### config.mk
export PLATFORM = sky130hd
export DESIGN_NAME = branch_predict_unit_flat
export DESIGN_NICKNAME = d
export VERILOG_FILES = /design/src/rtl/branch_predict_unit_pkg.sv /design/src/rtl/branch_predict_unit_if.sv /design/src/rtl/branch_predict_unit_ras.sv /design/src/rtl/branch_predict_unit.sv /design/src/flat_wrapper.sv
export SDC_FILE = /design/constraint.sdc
export NUM_CORES = 1
export LEC_CHECK = 0
export BUFFER_PORTS_ARGS = -buffer_cell sky130_fd_sc_hd__buf_2
export CAP_MARGIN = 5
export CORE_UTILIZATION = 30
export DETAILED_ROUTE_END_ITERATION = 7
export PLACE_DENSITY = 0.47
export SLEW_MARGIN = 5
export SYNTH_ARGS = -nofsm -noshare
export SYNTH_HDL_FRONTEND = slang
export SYNTH_SLANG_ARGS = --single-unit
### constraint.sdc
create_clock -name clk -period 6.9 [get_ports clk]
set_input_delay 0 -clock clk [delete_from_list [all_inputs] [get_ports clk]]
set_output_delay 0 -clock clk [all_outputs]
set_load 0.02 [all_outputs]
### src/rtl/branch_predict_unit_pkg.sv
`default_nettype none
// ============================================================================
// branch_predict_unit_pkg : shared encodings and width helpers for the BPU
// Revision: 1.0
// ============================================================================
package branch_predict_unit_pkg;

  typedef enum logic [1:0] {
    UPD_BR   = 2'b00,
    UPD_JAL  = 2'b01,
    UPD_RET  = 2'b10,
    UPD_JALR = 2'b11
  } upd_type_e;

  function automatic int idx_width(input int entries);
    return $clog2(entries);
  endfunction

  function automatic int tag_width(input int addr_w, input int entries);
    return addr_w - $clog2(entries) - 2;
  endfunction

  // Weakly taken: MSB set, rest clear. Weakly not-taken is one below it.
  function automatic logic [31:0] ctr_weak_taken(input int ctr_w);
    return 32'(1) << (ctr_w - 1);
  endfunction

  function automatic logic [31:0] ctr_weak_not_taken(input int ctr_w);
    return (32'(1) << (ctr_w - 1)) - 32'(1);
  endfunction

endpackage
`default_nettype wire

### src/rtl/branch_predict_unit_if.sv
`default_nettype none
// ============================================================================
// branch_predict_unit_if : IF lookup / EX resolve bundle between pipeline and BPU
// Revision: 1.0
// ============================================================================
interface branch_predict_unit_if #(
  parameter int ADDR_W = 32,
  parameter int PERF_W = 32
);
  logic [ADDR_W-1:0] if_pc;
  logic              pred_taken;
  logic [ADDR_W-1:0] pred_target;
  logic              upd_valid;
  logic [ADDR_W-1:0] upd_pc;
  logic [1:0]        upd_type;
  logic              upd_is_call;
  logic              upd_taken;
  logic [ADDR_W-1:0] upd_target;
  logic              upd_pred_taken;
  logic [ADDR_W-1:0] upd_pred_target;
  logic              ex_mispredict;
  logic [ADDR_W-1:0] ex_redirect_pc;
  logic [PERF_W-1:0] perf_ctl;
  logic [PERF_W-1:0] perf_miss;

  modport master (
    output if_pc, upd_valid, upd_pc, upd_type, upd_is_call, upd_taken,
           upd_target, upd_pred_taken, upd_pred_target,
    input  pred_taken, pred_target, ex_mispredict, ex_redirect_pc,
           perf_ctl, perf_miss
  );

  modport slave (
    input  if_pc, upd_valid, upd_pc, upd_type, upd_is_call, upd_taken,
           upd_target, upd_pred_taken, upd_pred_target,
    output pred_taken, pred_target, ex_mispredict, ex_redirect_pc,
           perf_ctl, perf_miss
  );
endinterface
`default_nettype wire

### src/rtl/branch_predict_unit_ras.sv
`default_nettype none
// ============================================================================
// bpu_ras : circular return-address stack; overflow overwrites the oldest entry
// Revision: 1.0
// ============================================================================
module bpu_ras #(
  parameter  int DEPTH  = 4,
  parameter  int ADDR_W = 32,
  localparam int PTR_W  = (DEPTH > 1) ? $clog2(DEPTH) : 1,
  localparam int CNT_W  = $clog2(DEPTH) + 1
) (
  input  logic              clk,
  input  logic              rst_n,
  input  logic              push_i,
  input  logic              pop_i,
  input  logic [ADDR_W-1:0] data_i,
  output logic [ADDR_W-1:0] top_o,
  output logic [CNT_W-1:0]  cnt_o
);

  logic [ADDR_W-1:0] mem_q [DEPTH];
  logic [PTR_W-1:0]  ptr_q;
  logic [CNT_W-1:0]  cnt_q;
  logic [PTR_W-1:0]  ptr_inc;
  logic [PTR_W-1:0]  ptr_dec;
  logic              empty;
  logic              full;
  logic              replace;

  // ptr_q names the next free slot; the top lives one below it.
  assign ptr_inc = (ptr_q == PTR_W'(DEPTH - 1)) ? '0 : ptr_q + 1'b1;
  assign ptr_dec = (ptr_q == '0) ? PTR_W'(DEPTH - 1) : ptr_q - 1'b1;
  assign empty   = (cnt_q == '0);
  assign full    = (cnt_q == CNT_W'(DEPTH));
  assign replace = push_i & pop_i & ~empty;
  assign top_o   = mem_q[ptr_dec];
  assign cnt_o   = cnt_q;

  always_ff @(posedge clk or negedge rst_n) begin
    if (!rst_n) begin
      ptr_q <= '0;
      cnt_q <= '0;
    end else if (replace) begin
      ptr_q <= ptr_q;
    end else if (push_i) begin
      ptr_q <= ptr_inc;
      if (!full) cnt_q <= cnt_q + 1'b1;
    end else if (pop_i && !empty) begin
      ptr_q <= ptr_dec;
      cnt_q <= cnt_q - 1'b1;
    end
  end

  always_ff @(posedge clk) begin
    if (push_i) mem_q[replace ? ptr_dec : ptr_q] <= data_i;
  end

endmodule
`default_nettype wire

### src/rtl/branch_predict_unit.sv
`default_nettype none
// ============================================================================
// branch_predict_unit : direct-mapped BTB + counters, RAS, mispredict detect, perf
// Revision: 1.0
// ============================================================================
module branch_predict_unit
  import branch_predict_unit_pkg::*;
#(
  parameter int ENTRIES   = 16,
  parameter int ADDR_W    = 32,
  parameter int CTR_W     = 2,
  parameter int RAS_DEPTH = 4,
  parameter int PERF_W    = 32
) (
  input  logic                 clk,
  input  logic                 rst_n,
  branch_predict_unit_if.slave bus
);

  localparam int IDX_W = idx_width(ENTRIES);
  localparam int TAG_W = tag_width(ADDR_W, ENTRIES);
  localparam int CNT_W = $clog2(RAS_DEPTH) + 1;
  localparam logic [CTR_W-1:0] CTR_WT  = CTR_W'(ctr_weak_taken(CTR_W));
  localparam logic [CTR_W-1:0] CTR_WNT = CTR_W'(ctr_weak_not_taken(CTR_W));

  logic              valid_q [ENTRIES];
  logic [TAG_W-1:0]  tag_q   [ENTRIES];
  upd_type_e         type_q  [ENTRIES];
  logic [ADDR_W-1:0] tgt_q   [ENTRIES];
  logic [CTR_W-1:0]  ctr_q   [ENTRIES];

  logic [PERF_W-1:0] perf_ctl_q;
  logic [PERF_W-1:0] perf_miss_q;

  logic [IDX_W-1:0]  lk_idx;
  logic [TAG_W-1:0]  lk_tag;
  logic              lk_hit;
  logic              pred_taken;
  logic [ADDR_W-1:0] pred_target;

  logic [IDX_W-1:0]  up_idx;
  logic [TAG_W-1:0]  up_tag;
  logic              up_hit;
  upd_type_e         up_type;
  logic              upd_en;
  logic              act_taken;
  logic              mispredict;
  logic [ADDR_W-1:0] redirect_pc;
  logic [ADDR_W-1:0] pc_plus4;
  logic [CTR_W-1:0]  ctr_d;

  logic [ADDR_W-1:0] ras_top;
  logic [CNT_W-1:0]  ras_cnt;

  // ---------------- IF lookup ----------------
  assign lk_idx = bus.if_pc[IDX_W+1:2];
  assign lk_tag = bus.if_pc[ADDR_W-1:IDX_W+2];
  assign lk_hit = valid_q[lk_idx] && (tag_q[lk_idx] == lk_tag);

  always_comb begin
    pred_taken  = 1'b0;
    pred_target = '0;
    case (type_q[lk_idx])
      UPD_BR:  pred_taken = lk_hit & ctr_q[lk_idx][CTR_W-1];
      UPD_RET: pred_taken = lk_hit & (ras_cnt != '0);
      default: pred_taken = lk_hit;
    endcase
    if (pred_taken) begin
      pred_target = (type_q[lk_idx] == UPD_RET) ? ras_top : tgt_q[lk_idx];
    end
  end

  // ---------------- EX resolve ----------------
  // Gating with rst_n keeps the EX outputs quiet while reset is held.
  assign upd_en    = bus.upd_valid & rst_n;
  assign up_type   = upd_type_e'(bus.upd_type);
  assign up_idx    = bus.upd_pc[IDX_W+1:2];
  assign up_tag    = bus.upd_pc[ADDR_W-1:IDX_W+2];
  assign up_hit    = valid_q[up_idx] && (tag_q[up_idx] == up_tag);
  assign act_taken = (up_type == UPD_BR) ? bus.upd_taken : 1'b1;
  assign pc_plus4  = bus.upd_pc + ADDR_W'(4);

  always_comb begin
    mispredict  = 1'b0;
    redirect_pc = '0;
    if (upd_en) begin
      mispredict  = (act_taken != bus.upd_pred_taken) |
                    (act_taken & (bus.upd_target != bus.upd_pred_target));
      redirect_pc = act_taken ? bus.upd_target : pc_plus4;
    end
  end

  always_comb begin
    ctr_d = ctr_q[up_idx];
    if (bus.upd_taken) begin
      if (ctr_q[up_idx] != '1) ctr_d = ctr_q[up_idx] + 1'b1;
    end else begin
      if (ctr_q[up_idx] != '0) ctr_d = ctr_q[up_idx] - 1'b1;
    end
  end

  always_ff @(posedge clk or negedge rst_n) begin
    if (!rst_n) begin
      for (int i = 0; i < ENTRIES; i++) begin
        valid_q[i] <= 1'b0;
        ctr_q[i]   <= CTR_WNT;
      end
    end else if (upd_en) begin
      if (up_hit) begin
        if (up_type == UPD_BR) ctr_q[up_idx] <= ctr_d;
      end else if (act_taken) begin
        valid_q[up_idx] <= 1'b1;
        ctr_q[up_idx]   <= CTR_WT;
      end
    end
  end

  // Tag/type/target carry no reset; an entry is meaningless until valid.
  always_ff @(posedge clk) begin
    if (upd_en && (up_hit || act_taken)) begin
      tag_q[up_idx]  <= up_tag;
      type_q[up_idx] <= up_type;
      tgt_q[up_idx]  <= bus.upd_target;
    end
  end

  always_ff @(posedge clk or negedge rst_n) begin
    if (!rst_n) begin
      perf_ctl_q  <= '0;
      perf_miss_q <= '0;
    end else begin
      if (upd_en && (perf_ctl_q != '1))      perf_ctl_q  <= perf_ctl_q + 1'b1;
      if (mispredict && (perf_miss_q != '1)) perf_miss_q <= perf_miss_q + 1'b1;
    end
  end

  bpu_ras #(
    .DEPTH  (RAS_DEPTH),
    .ADDR_W (ADDR_W)
  ) u_ras (
    .clk    (clk),
    .rst_n  (rst_n),
    .push_i (upd_en & bus.upd_is_call),
    .pop_i  (upd_en & (up_type == UPD_RET)),
    .data_i (pc_plus4),
    .top_o  (ras_top),
    .cnt_o  (ras_cnt)
  );

  assign bus.pred_taken     = pred_taken;
  assign bus.pred_target    = pred_target;
  assign bus.ex_mispredict  = mispredict;
  assign bus.ex_redirect_pc = redirect_pc;
  assign bus.perf_ctl       = perf_ctl_q;
  assign bus.perf_miss      = perf_miss_q;

endmodule
`default_nettype wire

### src/flat_wrapper.sv
// flat-port wrapper written by rule: the top's interface ports become plain ports
module branch_predict_unit_flat import branch_predict_unit_pkg::*;
#(
  parameter int ENTRIES   = 16,
  parameter int ADDR_W    = 32,
  parameter int CTR_W     = 2,
  parameter int RAS_DEPTH = 4,
  parameter int PERF_W    = 32
)
  (clk, rst_n, bus_if_pc, bus_upd_valid, bus_upd_pc, bus_upd_type, bus_upd_is_call, bus_upd_taken, bus_upd_target, bus_upd_pred_taken, bus_upd_pred_target, bus_pred_taken, bus_pred_target, bus_ex_mispredict, bus_ex_redirect_pc, bus_perf_ctl, bus_perf_miss);
  branch_predict_unit_if #(.ADDR_W(ADDR_W), .PERF_W(PERF_W)) bus_i ();
  input  logic clk;
  input  logic rst_n;
  input wire logic [$bits(bus_i.if_pc)-1:0] bus_if_pc;
  input wire logic [$bits(bus_i.upd_valid)-1:0] bus_upd_valid;
  input wire logic [$bits(bus_i.upd_pc)-1:0] bus_upd_pc;
  input wire logic [$bits(bus_i.upd_type)-1:0] bus_upd_type;
  input wire logic [$bits(bus_i.upd_is_call)-1:0] bus_upd_is_call;
  input wire logic [$bits(bus_i.upd_taken)-1:0] bus_upd_taken;
  input wire logic [$bits(bus_i.upd_target)-1:0] bus_upd_target;
  input wire logic [$bits(bus_i.upd_pred_taken)-1:0] bus_upd_pred_taken;
  input wire logic [$bits(bus_i.upd_pred_target)-1:0] bus_upd_pred_target;
  output wire logic [$bits(bus_i.pred_taken)-1:0] bus_pred_taken;
  output wire logic [$bits(bus_i.pred_target)-1:0] bus_pred_target;
  output wire logic [$bits(bus_i.ex_mispredict)-1:0] bus_ex_mispredict;
  output wire logic [$bits(bus_i.ex_redirect_pc)-1:0] bus_ex_redirect_pc;
  output wire logic [$bits(bus_i.perf_ctl)-1:0] bus_perf_ctl;
  output wire logic [$bits(bus_i.perf_miss)-1:0] bus_perf_miss;
  assign bus_i.if_pc = bus_if_pc;
  assign bus_i.upd_valid = bus_upd_valid;
  assign bus_i.upd_pc = bus_upd_pc;
  assign bus_i.upd_type = bus_upd_type;
  assign bus_i.upd_is_call = bus_upd_is_call;
  assign bus_i.upd_taken = bus_upd_taken;
  assign bus_i.upd_target = bus_upd_target;
  assign bus_i.upd_pred_taken = bus_upd_pred_taken;
  assign bus_i.upd_pred_target = bus_upd_pred_target;
  assign bus_pred_taken = bus_i.pred_taken;
  assign bus_pred_target = bus_i.pred_target;
  assign bus_ex_mispredict = bus_i.ex_mispredict;
  assign bus_ex_redirect_pc = bus_i.ex_redirect_pc;
  assign bus_perf_ctl = bus_i.perf_ctl;
  assign bus_perf_miss = bus_i.perf_miss;
  branch_predict_unit #(.ENTRIES(ENTRIES), .ADDR_W(ADDR_W), .CTR_W(CTR_W), .RAS_DEPTH(RAS_DEPTH), .PERF_W(PERF_W)) u_core (.clk(clk), .rst_n(rst_n), .bus(bus_i));
endmodule
==> flow_metrics.tcl, run 1 <==
set metrics [dict create \
    status "finished clean" \
    drcViolationCount 0 \
    antenna_left 0 \
    gp_congestion 0.796 \
    rsz0062_at_grt "no" \
    synth.net_count 2927 \
    fin_nets 3349 \
    end_kind "output port" \
    stdcell_area_um2 62700 \
    slew_headroom_pct 25.7 \
    hold_buffers 71 \
    criticalPathCategory "register to output port" \
    grt_pass1_vias 29811 \
    die_y_um 422 \
    viasPerCell 5.16 \
    holdWs_ps 85.6 \
    dp_hpwl_mm 105 \
    cts_buffers 140 \
    post_cts_resized 0 \
    ios 266 \
    yosys.area_share.simple_pct 4.21 \
    synth_xor_xnor_area_share_pct 2.94 \
    clk_latency_ps 800 \
    cap_viol_max_count 0 \
    critPathMaxStageDelay_ps 610 \
    pre_cts_slack_ps 2030 \
    vias 29142 \
    initial_utilization_pct 30.3 \
    period_needed_ps 4780 \
    ys_seq_elements 1205 \
    grt_max_degree 69 \
    cts_setup_buffers 0 \
    cts_buffer_depth 3 \
    nFillCells 16279 \
    numPortBuffers 263 \
    drtPass1Iterations 5 \
    core-area_um2 174000 \
    synth_compound_area_share_pct 2.09 \
    grt_antenna_before_repair 14 \
    async_reset_ff_share_pct 9.71 \
    htree_levels 4 \
    placement.cell_area_um2 57600 \
    required_ps 6900 \
    synth_top_family_by_area "multiplexers" \
    clk_pin_slew_worst_paths_ps 60 \
    cp_max_fo 33 \
    crit_arrival_ps 4780 \
    crit_path_frequent_cell "mux4_2" \
    synth_area_per_cell_um2 19.0 \
    power_density_nw_per_um2 281 \
    skew_ps 48.0 \
    final_common_cell "edfxtp_1" \
    p_leak_nw 21.3 \
    grtUsageTotal_pct 18.9 \
    syn-instance-count 2782 \
    synth_area_um2 52800 \
    synth-edff-count 1088 \
    drtIter0Drc 2525 \
    fin_ws_ps 2120 \
    overflow 0 \
    clock-sinks 1205 \
    ys.flop_type "edfxtp_1" \
    grt_pass1_wl_mm 237 \
    root_buffer "clkbuf_16" \
    yosys.area_share.adder_pct 0.265 \
    final_cell_mix "1,088 x edfxtp_1, 438 x mux4_2, 256 x buf_2" \
    hold_path_class "primary input to register" \
    finalHoldViolCount 0 \
    ys_types 72 \
    rows 153 \
    path_cells "mux4_2 > mux4_2 > xnor2_1 > nand4_1 > nor4_1 > nand2_2 > nor2_1 > buf_2" \
    drive_above_1_share_pct 32.5 \
    max_freq_mhz 209 \
    crit_path_start_kind "register" \
    tightest_slew_ps 1110 \
    tritoncts "yes" \
    fin_util_pct 36.0 \
    drv_slew 0 \
    cp_slowest_cell "nand2_2" \
    avgRoutedWirePerCell_um 30.0 \
    area_growth_pct 18.8 \
    fin_tns_setup_ps 0 \
    ys.warnings.count 0 \
    dieArea_um2 178000 \
    period_share_pct 69.3 \
    synth-seq-area-share_pct 67.5 \
    finalSetupViolations 0 \
    muxShareOfSynthArea_pct 21.4 \
    ir_drop_v 0.000263 \
    drt_wl_total_mm 169 \
    die_w_um 422 \
]
==> path summary, 6_finish.rpt <==
kind,startpoint,to,slack [ps],cells past startpoint
setup reg to reg,u_core.tag_q[14][9]$_DFFE_PP_,u_core.tgt_q[15][11]$_DFFE_PP_,2500,11
hold / removal,bus_upd_taken,u_core.ctr_q[0]$_DFFE_PN1P_,90,7
max in group asynchronous,rst_n,u_core.ctr_q[29]$_DFFE_PN0P_,5730,4
hold reg to reg,u_core.ctr_q[16]$_DFFE_PN1P_,u_core.ctr_q[16]$_DFFE_PN1P_,480,2
min in group asynchronous,rst_n,u_core.bus.perf_ctl[31]$_DFFE_PN0P_,400,4
setup / recovery,u_core.tag_q[8][1]$_DFFE_PP_,bus_pred_target[13],2120,8
==> kinds of logic (layout without fill, tap and decap cells) <==
group / count (synthesis) / count (layout)
AOI/OAI and AO/OA: 155 / 155
xor gates and xnor gates: 177 / 177
adders and majority gates: 11 / 11
buffers and inverters: 194 / 730
DFF: 1205 / 1205
muxes: 580 / 580
other: 0 / 3
and+or+nand+nor: 460 / 460
==> power breakdown <==
group          internal (mW)  switching [mW]  total (mW)  leakage (nW)
Sequential              8.15           0.115        8.26          11.3
Clock                   4.15            3.05        7.19          2.16
Combinational          0.922            1.24        2.16          7.88
==> per-stage QoR <==
step / cells / power [mW]
global placement: 5316 / 10.6
finish: 5646 / 17.6
global route: 5646 / 18.2
detailed placement: 5316 / 10.6
floorplan: 2782 / 9.71
CTS: 5643 / 17.8
==> Yosys cell counts, drive strengths merged (4+ instances only) <==
cell	number	area (um^2)
a21o	4	30.0
a21oi	15	75.1
a221oi	4	41.3
a22o	9	78.8
a22oi	16	120
a31oi	8	50.1
and2	4	25.0
and3	22	138
and4	10	87.6
buf	80	418
clkbuf	76	285
dfrtp	101	2530
dfstp	16	420
edfxtp	1088	32700
ha	8	100
inv	38	143
mux2	22	248
mux2i	120	1200
mux4	438	9860
nand2	86	323
nand2b	8	50.1
nand3	41	210
nand4	40	256
nor2	158	593
nor2b	9	56.3
nor3	51	255
nor4	14	109
o21a	16	120
o21ai	28	140
o21bai	27	203
or3	6	37.5
xnor2	128	1120
xor2	49	429
==> sequential cells by signal, indices dropped and copies added, names as in the netlist <==
register              cells
u_core.type_q            32
u_core.u_ras.mem_q      128
u_core.valid_q           16
u_core.bus.perf_ctl      32
u_core.tgt_q            512
u_core.bus.perf_miss     32
u_core.u_ras.ptr_q        2
u_core.u_ras.cnt_o        3
u_core.ctr_q             32
u_core.tag_q            416
==> routing by layer <==
layer  global-route usage [%]  part of all wire [%]  up-vias
li1                         -                     -    12285
met1                     24.6                    42    15838
met2                     32.5                    51      793
met3                     2.64                   4.0      216
met4                     5.96                   2.9       10
met5                        0                 0.045        -
==> worst max-delay path: cells and delay by family, from the launching register on <==
family | cells | cell delay (ps)
simple gates | 4 | 1970
flops | 1 | 390
buf+inv | 1 | 230
mux | 2 | 980
xor+xnor | 1 | 330
==> cell type report <==
| cell class | instances | area [um^2] | share of cell area, % |
|---|---|---|---|
| tap | 2325 | 2910 | 4.64 |
| inverter | 38 | 143 | 0.227 |
| clock buffer | 182 | 3740 | 5.97 |
| clock inverter | 74 | 676 | 1.08 |
| antenna | 3 | 7.51 | 0.0120 |
| timing repair buffer | 436 | 3130 | 4.98 |
| sequential | 1205 | 35600 | 56.8 |
| multi-input combinational | 1383 | 16500 | 26.3 |
Note: power is estimated with default switching activity, not from simulation.
==> run 2, diff against run 1 <==
--- a/config.mk
+++ b/config.mk
@@ -5,6 +5,7 @@
 export SDC_FILE = /design/constraint.sdc
 export NUM_CORES = 1
 export LEC_CHECK = 0
+export ABC_AREA = 1
 export BUFFER_PORTS_ARGS = -buffer_cell sky130_fd_sc_hd__buf_2
 export CAP_MARGIN = 5
 export CORE_UTILIZATION = 30
==> constraint.sdc (replaced) <==
create_clock -name clk -period 5 [get_ports clk]
set_input_delay 0 -clock clk [delete_from_list [all_inputs] [get_ports clk]]
set_output_delay 0 -clock clk [all_outputs]
set_load 0.02 [all_outputs]
==> run 2 against run 1 <==
Synthesized cell count is 120% higher. Die area is 9.3% higher. Clock skew is 11 ps higher. Flip-flop and latch count stayed put. Largest cell class unchanged.
==> flow_metrics.tcl, run 2 <==
set metrics [dict create \
    avgRoutedWirePerCell_um 23.2 \
    synth.net_count 6215 \
    ys.warnings.count 0 \
    root_buffer "clkbuf_16" \
    tritoncts "yes" \
    final_cell_mix "1,604 x nand2_1, 1,088 x edfxtp_1, 646 x inv_1" \
    skew_ps 59.4 \
    fin_tns_setup_ps 0 \
    power_density_nw_per_um2 370 \
    ys_types 46 \
    reg2reg_from "u_core.tag_q[11][18]$_DFFE_PP_" \
    ios 266 \
    end_kind "output port" \
    dp.cells 8623 \
    synth_common_cells "1,604 x nand2_1, 1,088 x edfxtp_1, 648 x inv_1" \
    vias 45242 \
    netSwitchingPower_mw 7.16 \
    rsz0062_at_grt "no" \
    dp_hpwl_mm 128 \
    ys_seq_elements 1205 \
    critPathMaxStageDelay_ps 810 \
    slew_headroom_pct 21.9 \
    dieArea_um2 194000 \
    area_growth_pct 17.2 \
    fin_nets 6477 \
    grt_max_degree 176 \
    path_cells "dlygate4sd3_1 > buf_2 > nand2_1 > inv_1 > buf_12 > nand2_2 > inv_1 > nand2_1 > nor3_1 > nand4_1 > nor2_1 > nand2_1 > nor2_1 > xor2_1 > o21ai_0 > buf_2" \
    pwr-share-clk_pct 40.4 \
    finalSetupViolations 0 \
    status "finished clean" \
    intPower_mw 17.9 \
    final_common_cell "nand2_1" \
    clk_pin_slew_worst_paths_ps 60 \
    grt_antenna_before_repair 9 \
    drv_slew 0 \
    cap_viol_max_count 0 \
    reg2reg_depth 19 \
    endpoint "bus_ex_redirect_pc[24]" \
    pwr-share-seq_pct 45.6 \
    cp_max_fo 30 \
    stdcell_count 8964 \
    period_needed_ps 4300 \
    clk_latency_ps 830 \
    reg2reg_to "u_core.tag_q[6][13]$_DFFE_PP_" \
    top_register "u_core.tgt_q" \
    synth_area_per_cell_um2 9.51 \
    p_leak_nw 26.8 \
    synth-edff-count 1088 \
    synth-seq-area-share_pct 61.7 \
    clock-sinks 1205 \
    async_reset_ff_share_pct 9.71 \
    stdcell_area_um2 67700 \
    die_y_um 441 \
    holdWs_ps 118 \
    cp_slowest_cell "xor2_1" \
    die_w_um 441 \
    switching_share_pct 28.6 \
    synth_top_area_share_pct 56.6 \
    crit_path_frequent_cell "nand2_1" \
    cp-startpoint "bus_upd_pc[5]" \
    viasPerCell 5.05 \
    antenna_left 0 \
    post-synth-top-count-cell "nand2_1" \
    max_freq_mhz 233 \
    placement.cell_area_um2 62300 \
    synth_compound_area_share_pct 11.4 \
    period_share_pct 86.0 \
    hold_path_class "primary input to register" \
    drtIter0Drc 3858 \
    rows 160 \
    crit_arrival_ps 4300 \
    muxShareOfSynthArea_pct 0.0195 \
    syn-instance-count 6070 \
    synth_area_um2 57700 \
    numPortBuffers 263 \
    criticalPathCategory "primary input to output port" \
    htree_levels 4 \
    gp_congestion 0.888 \
    drtPass1Iterations 5 \
    synth_top_family_by_area "simple AND/OR/NAND/NOR gates" \
    hold_start "bus_upd_pred_target[14]" \
    yosys.area_share.simple_pct 18.4 \
    yosys.area_share.adder_pct 0.208 \
    required_ps 5000 \
    grt_pass1_wl_mm 300 \
    finalHoldViolCount 0 \
    drt_wl_total_mm 208 \
    core-area_um2 191000 \
    crit_path_start_kind "primary input" \
    cts_buffer_depth 3 \
    grt_pass1_vias 43864 \
    drive_above_1_share_pct 9.99 \
    cts_buffers 144 \
    initial_utilization_pct 30.3 \
    synthTopCellsByArea "edfxtp_1 57%, nand2_1 10%, a21oi_1 4.5%, dfrtp_1 4.4%, inv_1 4.2%" \
    drcViolationCount 0 \
    power_frac_comb_pct 13.9 \
    ir_drop_v 0.000360 \
    ys.flop_type "edfxtp_1" \
    yosys.area.top_type "edfxtp_1" \
    largest_reg_flops 512 \
    reg2reg_slack_ps 1130 \
    synth_xor_xnor_area_share_pct 1.38 \
    overflow 0 \
    tightest_slew_ps 1170 \
    top_regs "u_core.tgt_q x512, u_core.tag_q x416, u_core.u_ras.mem_q x128" \
    grtUsageTotal_pct 21.1 \
]
[run 2: cell count changes after synthesis, moves of 225 or more]
cell / before / now
nand2_1: 86 / 1604
mux4_2: 438 / 0
a21oi_1: 15 / 521
nor2_1: 158 / 383
inv_1: 36 / 648
o21ai_0: 22 / 411
nand3_1: 40 / 448
[run 2: layout make-up]
type	instances	area, um^2
Clock buffer	200	3830
Multi-Input combinational cell	3862	18300
Fill cell	19230	123000
Tap cell	2511	3140
Inverter	655	2490
Timing Repair Buffer	464	3550
Antenna cell	5	12.5
Clock inverter	62	727
Sequential cell	1205	35600
[run 2: power by group through the flow]
stage | clock (mW) | combinational [mW] | sequential, mW
2_1_floorplan | 0 | 1.89 | 11.7
3_5_place_dp | 0 | 3.42 | 11.6
4_1_cts | 10.3 | 3.48 | 11.4
5_1_grt | 10.7 | 3.79 | 11.4
6_report | 10.1 | 3.48 | 11.4
3_3_place_gp | 0 | 3.40 | 11.6
[run 2: how the worst min path moves through the flow]
| stage | endpoint | slack (ps) | cells after the start |
|---|---|---|---|
| 4_1_cts | u_core.bus.perf_miss[24]$_DFFE_PN0P_ | 80 | 8 |
| 5_1_grt | u_core.tgt_q[3][23]$_DFFE_PP_ | 130 | 2 |
| 3_5_place_dp | u_core.bus.perf_miss[7]$_DFFE_PN0P_ | 9 | 1 |
| 2_1_floorplan | u_core.bus.perf_ctl[0]$_DFFE_PN0P_ | -300 | 0 |
| 3_3_place_gp | u_core.bus.perf_miss[7]$_DFFE_PN0P_ | 9 | 1 |
| 6_report | u_core.bus.perf_miss[24]$_DFFE_PN0P_ | 120 | 8 |
[run 2: routing by layer]
metal / up-vias / part of all wire (%) / global-route usage [%] / wire, um
met5: - / 0.024 / 0 / 49
met3: 300 / 4.7 / 2.54 / 9790
li1: 21216 / - / - / -
met1: 22381 / 43 / 27.4 / 89200
met4: 8 / 3.4 / 7.54 / 7110
met2: 1337 / 49 / 35.9 / 102000
[run 2: logic make-up after synthesis]
family / count (synthesis)
AO/OA/AOI/OAI: 1172
XOR/XNOR: 91
adder cells (fa/ha/maj): 9
buffers and inverters: 1003
flip-flops: 1205
multiplexers: 1
AND/OR/NAND/NOR: 2589
[run 2: what timing repair did]
item / in CTS / in global routing
buffers inserted: 0 / 0
hold buffers: 74 / 0
endpoints found under the hold margin: 1126 / 0
gates resized for setup: 0 / 0
[run 2: metrics by stage]
| stage | utilization, % | worst slack [ps] | power (mW) |
|---|---|---|---|
| after detailed placement | 32.7 | 831 | 15.0 |
| after floorplan | - | 166 | 13.5 |
| after global placement | 32.7 | 805 | 15.0 |
| after global routing | 35.5 | 651 | 25.9 |
| after CTS | 35.5 | 827 | 25.2 |
| final | 35.5 | 701 | 25.0 |
[run 2: worst max-delay path, delay by kind of cell]
kind	cells	cell delay, ps
simple gates	8	1610
compound gates	1	160
xor+xnor	1	810
buf+inv	6	1690
